<file path="src/rtl/nn_pkg.sv">
// Shared constants for the neuron-layer datapath: word width, layer sizes and
// the serializer state encoding.
package nn_pkg;

  localparam int DATA_WIDTH_DEF = 16;

  localparam int L0 = 30;
  localparam int L1 = 30;
  localparam int L2 = 10;
  localparam int L3 = 1;

  typedef enum logic {
    IDLE   = 1'b0,
    STREAM = 1'b1
  } ser_state_t;

endpackage

</file>
<file path="src/rtl/layer_serializer_if.sv">
// Connects a layer's parallel neuron outputs to the serial input of the next layer.
// The master side drives the layer outputs, and the slave side is the serializer.
interface layer_serializer_if #(
  parameter int NUM_NEURONS = 30,
  parameter int DATA_WIDTH  = 16
);

  logic [NUM_NEURONS*DATA_WIDTH-1:0] in_data;
  logic [NUM_NEURONS-1:0]            in_valid;
  logic [DATA_WIDTH-1:0]             out_data;
  logic                              out_valid;
  logic                              busy;
  logic                              err_overrun;
  logic                              err_partial;

  modport master (
    output in_data, in_valid,
    input  out_data, out_valid, busy, err_overrun, err_partial
  );

  modport slave (
    input  in_data, in_valid,
    output out_data, out_valid, busy, err_overrun, err_partial
  );

endinterface

</file>
<file path="src/rtl/layer_serializer.sv">
// Captures a full layer of activations and streams them one word per cycle,
// neuron 0 first. Overlapping or partial frames are flagged with sticky errors.
module layer_serializer
  import nn_pkg::*;
#(
  parameter  int NUM_NEURONS = L0,
  parameter  int DATA_WIDTH  = DATA_WIDTH_DEF,
  localparam int CNT_WIDTH   = $clog2(NUM_NEURONS) + 1
) (
  input logic              clk,
  input logic              rst,
  layer_serializer_if.slave bus
);

  localparam logic [CNT_WIDTH-1:0] LAST = CNT_WIDTH'(NUM_NEURONS - 1);

  ser_state_t                   r_state;
  ser_state_t                   w_state_nxt;
  logic [CNT_WIDTH-1:0]         r_count;
  logic signed [DATA_WIDTH-1:0] r_buf [NUM_NEURONS];
  logic [DATA_WIDTH-1:0]        r_out_data;
  logic                         r_out_valid;
  logic                         r_busy;
  logic                         r_err_overrun;
  logic                         r_err_partial;

  logic                         w_all;
  logic                         w_partial;
  logic                         w_last;
  logic                         w_load;
  logic                         w_overrun;
  logic signed [DATA_WIDTH-1:0] w_word;

  assign w_all     = &bus.in_valid;
  assign w_partial = (|bus.in_valid) && !w_all;
  assign w_last    = (r_count == LAST);

  // Explicit word select keeps the emitted order tied to the neuron index.
  always_comb begin
    w_word = '0;
    for (int i = 0; i < NUM_NEURONS; i++) begin
      if (r_count == CNT_WIDTH'(i)) w_word = r_buf[i];
    end
  end

  always_comb begin
    w_state_nxt = r_state;
    w_load      = 1'b0;
    w_overrun   = 1'b0;
    case (r_state)
      IDLE: begin
        if (w_all) begin
          w_load      = 1'b1;
          w_state_nxt = STREAM;
        end
      end
      STREAM: begin
        if (w_last) begin
          if (w_all) w_load = 1'b1;
          else       w_state_nxt = IDLE;
        end else if (w_all) begin
          w_overrun = 1'b1;
        end
      end
      default: w_state_nxt = IDLE;
    endcase
  end

  always_ff @(posedge clk) begin
    if (rst) begin
      r_state       <= IDLE;
      r_busy        <= 1'b0;
      r_count       <= '0;
      r_out_data    <= '0;
      r_out_valid   <= 1'b0;
      r_err_overrun <= 1'b0;
      r_err_partial <= 1'b0;
      for (int i = 0; i < NUM_NEURONS; i++) r_buf[i] <= '0;
    end else begin
      r_state <= w_state_nxt;
      r_busy  <= (w_state_nxt == STREAM);

      if (w_load) begin
        for (int i = 0; i < NUM_NEURONS; i++)
          r_buf[i] <= bus.in_data[i*DATA_WIDTH +: DATA_WIDTH];
      end

      // Reloading on the last word lets the next frame follow with no gap.
      if (w_load || (r_state == STREAM && w_last)) r_count <= '0;
      else if (r_state == STREAM)                  r_count <= r_count + CNT_WIDTH'(1);

      if (r_state == STREAM) begin
        r_out_data  <= w_word;
        r_out_valid <= 1'b1;
      end else begin
        r_out_data  <= '0;
        r_out_valid <= 1'b0;
      end

      r_err_overrun <= r_err_overrun | w_overrun;
      r_err_partial <= r_err_partial | w_partial;
    end
  end

  assign bus.out_data    = r_out_data;
  assign bus.out_valid   = r_out_valid;
  assign bus.busy        = r_busy;
  assign bus.err_overrun = r_err_overrun;
  assign bus.err_partial = r_err_partial;

endmodule

</file>
<file path="src/flat_wrapper.sv">
// flat-port wrapper written by rule: the top's interface ports become plain ports
module layer_serializer_flat import nn_pkg::*;
#(
  parameter  int NUM_NEURONS = L0,
  parameter  int DATA_WIDTH  = DATA_WIDTH_DEF,
  localparam int CNT_WIDTH   = $clog2(NUM_NEURONS) + 1
)
  (clk, rst, bus_in_data, bus_in_valid, bus_out_data, bus_out_valid, bus_busy, bus_err_overrun, bus_err_partial);
  layer_serializer_if #(.NUM_NEURONS(NUM_NEURONS), .DATA_WIDTH(DATA_WIDTH)) bus_i ();
  input logic clk;
  input logic rst;
  input wire logic [$bits(bus_i.in_data)-1:0] bus_in_data;
  input wire logic [$bits(bus_i.in_valid)-1:0] bus_in_valid;
  output wire logic [$bits(bus_i.out_data)-1:0] bus_out_data;
  output wire logic [$bits(bus_i.out_valid)-1:0] bus_out_valid;
  output wire logic [$bits(bus_i.busy)-1:0] bus_busy;
  output wire logic [$bits(bus_i.err_overrun)-1:0] bus_err_overrun;
  output wire logic [$bits(bus_i.err_partial)-1:0] bus_err_partial;
  assign bus_i.in_data = bus_in_data;
  assign bus_i.in_valid = bus_in_valid;
  assign bus_out_data = bus_i.out_data;
  assign bus_out_valid = bus_i.out_valid;
  assign bus_busy = bus_i.busy;
  assign bus_err_overrun = bus_i.err_overrun;
  assign bus_err_partial = bus_i.err_partial;
  layer_serializer #(.NUM_NEURONS(NUM_NEURONS), .DATA_WIDTH(DATA_WIDTH)) u_core (.clk(clk), .rst(rst), .bus(bus_i));
endmodule
</file>
<file path="config.mk">
export PLATFORM = sky130hd
export DESIGN_NAME = layer_serializer_flat
export DESIGN_NICKNAME = d
export VERILOG_FILES = /design/src/rtl/nn_pkg.sv /design/src/rtl/layer_serializer_if.sv /design/src/rtl/layer_serializer.sv /design/src/flat_wrapper.sv
export SDC_FILE = /design/constraint.sdc
export NUM_CORES = 1
export LEC_CHECK = 0
export ABC_AREA = 1
export BUFFER_PORTS_ARGS = -buffer_cell sky130_fd_sc_hd__buf_2
export CORE_MARGIN = 3
export CORE_UTILIZATION = 55
export CTS_BUF_LIST = sky130_fd_sc_hd__clkbuf_4
export CTS_CLUSTER_SIZE = 40
export DETAILED_ROUTE_END_ITERATION = 7
export PLACE_DENSITY_LB_ADDON = 0.15
export SYNTH_ARGS = -nofsm -noshare
export SYNTH_HDL_FRONTEND = slang
export SYNTH_SLANG_ARGS = --single-unit
</file>
<file path="constraint.sdc">
create_clock -name clk -period 31.4 [get_ports clk]
set_input_delay 6.28 -clock clk [delete_from_list [all_inputs] [get_ports clk]]
set_output_delay 6.28 -clock clk [all_outputs]
set_load 0.005 [all_outputs]
</file>
==> out/metrics.yaml <==
ys.flop_type: "edfxtp_1"
fillers: 3639
dieHeight_um: 216.5
place_ws_ns: 21.64
skew_ns: 0.02495
vdd_drop_max_mv: 0.02423
leakage_nw: 14.51
drc: 0
critPathTopFamily: "simple AND/OR/NAND/NOR gates"
worst_pin_slew_ns: 1.240
grt_max_degree: 211
async_flop_share_pct: 0
cts_buffers: 133
p_clk_share_pct: 38.6
critPathCaptureType: "register"
post_cts_buffers: 0
cts_resized: 0
route.antenna.remaining_nets: 0
required_ns: 31.82
holdWs_ns: 0.4521
combPwrFrac_pct: 6.4
yosysWarnings: 0
crit_chain: "buf_2 > nand4_1 > nor4_1 > nand2_1 > nor2_1 > inv_1 > nand2_4 > buf_12"
postPlaceCellArea_sq_um: 27430
cts_hold_buf: 0
worstSetupPathType: "in -> reg"
sw_frac_of_total_pct: 22.74
ys_types: 39
synth_fp_nets: 3271
placement.io_buffers: 531
slew_violations: 0
grt_overflow_total: 0
initial_utilization_pct: 56.10
clk_path_buf_depth: 3
critPathMaxFanout: 210
grtUsageTotal_pct: 28.24
slew_headroom_pct: 16.86
synth_edf_count: 480
cts_tree: "built"
dp.cells: 3772
setup_viol: 0
hold_path.class: "reg -> reg"
netlist_area_sq_um: 24380
arrival_ns: 9.39
p_sw_uw: 322.7
finalCriticalPeriod_ns: 8.967
fin_setup_tns_ns: 0
cp_slowest_stage_delay_ns: 0.77
fin_area_sq_um: 29000
die_area_sq_um: 46890
max_freq_mhz: 111.5
synthCells: 2755
path_buf_inv: 3
syn-mean-instance-area_sq_um: 8.849
seq_power_share_pct: 55.1
design.core.area_sq_um: 43460
h-tree-depth: 4
dp_hpwl_mm: 49.30
cts.sinks: 506
intPower_mw: 1.096
ios: 532
routed-via-count: 20150
design_power_total_mw: 1.419
synth_seq_cells: 506
nets: 3838
final_cell_mix: "nor2_1 (596), inv_1 (581), buf_2 (530), nand2_1 (484), edfxtp_1 (480)"
post_drt_wl_per_cell_um: 17.03
rsz0062_at_grt: "no"
clock_latency_ns: 0.83
setup_ws_ns: 22.43
root_buffer: "clkbuf_4"
wl_mm: 67.93
final_util_pct: 66.73
dr.pass1.iters: 6
status: "completed"
cpMaxStageDelayCell: "nand2_4"
critPathLaunchType: "input pin"
syn_to_final_growth_pct: 18.94
clk_pin_slew_worst_paths_ns: 0.06
first_global_vias: 19450
grt_pass1_wl_mm: 101.7
period_share_pct: 28.56
ys_seq_area_share_pct: 61.26
stdcell_count: 3988
mostFrequentLayoutCell: "nor2_1"
p_per_area_nw_per_um2: 48.93
drt_iter0_markers: 2103
antenna_found_initial: 1
rows: 76
finalWeightedCongestion: 0.9386
drive_above_1_share_pct: 25.04
viasPerCell: 5.051
max-cap-violations: 0
finalHoldViolations: 0
rrSetupSlack_ns: 26.49
die_w_um: 216.5
cell usage after synthesis, types with 6 or more instances:
| master | count | share of area [%] |
|---|---|---|
| nor4_1 | 9 | 0.23 |
| o21ai_0 | 32 | 0.66 |
| o21ai_1 | 27 | 0.55 |
| buf_2 | 27 | 0.55 |
| nor2_1 | 596 | 9.2 |
| inv_2 | 7 | 0.11 |
| nand3_1 | 144 | 3.0 |
| or2_2 | 65 | 1.7 |
| edfxtp_1 | 480 | 59 |
| buf_1 | 7 | 0.11 |
| clkbuf_1 | 73 | 1.1 |
| a21oi_1 | 107 | 2.2 |
| buf_4 | 6 | 0.18 |
| nor2_2 | 6 | 0.15 |
| nand4_1 | 21 | 0.54 |
| inv_1 | 581 | 8.9 |
| nand2_1 | 486 | 7.5 |
| dfxtp_1 | 26 | 2.1 |
| o211ai_1 | 11 | 0.34 |
metal layers:
metal  global-route usage, %  part of all wire [%]  up-vias
met5                       0                     0        -
met3                   4.683                   7.9      141
li1                        -                     -     9748
met2                   45.71                    48      952
met1                   37.93                    41     9304
met4                   12.41                   3.7        0
worst register-to-register path, stage by stage, from the launching register on:
cell and delay, ns:
dfxtp_1 0.38, inv_1 0.10, ha_1 0.22, inv_1 0.29
nor2_1 0.11, nand2_1 0.79, nand2_1 0.26, inv_1 0.15
nor2_1 0.09, nand2_4 0.53, buf_4 0.78, buf_4 0.76
nor2_1 0.15
sequential cells by signal, summed over array words and instances, names as in the netlist:
register                flops
u_core.bus.out_data        16
u_core.r_state              1
u_core.bus.err_partial      1
u_core.bus.err_overrun      1
u_core.bus.out_valid        1
u_core.r_count              6
u_core.r_buf              480
path summary, 6_finish.rpt:
check | from | end | cells after the start
max | bus_in_valid[11] | u_core.r_buf[0][146] | 8
min | u_core.bus.err_partial | u_core.bus.err_partial | 2
max reg2reg | u_core.r_count[1] | u_core.r_buf[0][170] | 12
min reg2reg | u_core.bus.err_partial | u_core.bus.err_partial | 2
layout make-up:
type | instances | area (sq um) | share of cell area, %
clock buffers | 202 | 1516 | 5.230
flip-flops and latches | 506 | 14930 | 51.50
inverters | 591 | 2221 | 7.659
clock inverters | 13 | 48.80 | 0.1683
well taps | 585 | 732.0 | 2.524
repair buffers | 548 | 2813 | 9.700
multi-input cells | 1542 | 6729 | 23.21
diodes | 1 | 2.502 | 0.008630
kinds of logic after synthesis:
kind of cell    Yosys count  share of synthesized area [%]
simple gates           1347                          23.10
buf+inv                 707                          11.22
flops                   506                          61.26
compound gates          188                          4.106
fa+ha+maj                 4                         0.2053
xor+xnor                  3                         0.1078
power groups by stage:
| stage | Clock (mW) | Combinational, mW | Sequential (mW) |
|---|---|---|---|
| 4_1_cts | 0.556 | 0.0907 | 0.781 |
| 6_report | 0.547 | 0.0906 | 0.781 |
| 5_1_grt | 0.591 | 0.0999 | 0.783 |
| 2_1_floorplan | 0 | 0.0363 | 0.808 |
| 3_3_place_gp | 0 | 0.0894 | 0.794 |
| 3_5_place_dp | 0 | 0.0903 | 0.795 |
(Power assumes the default switching activity.)
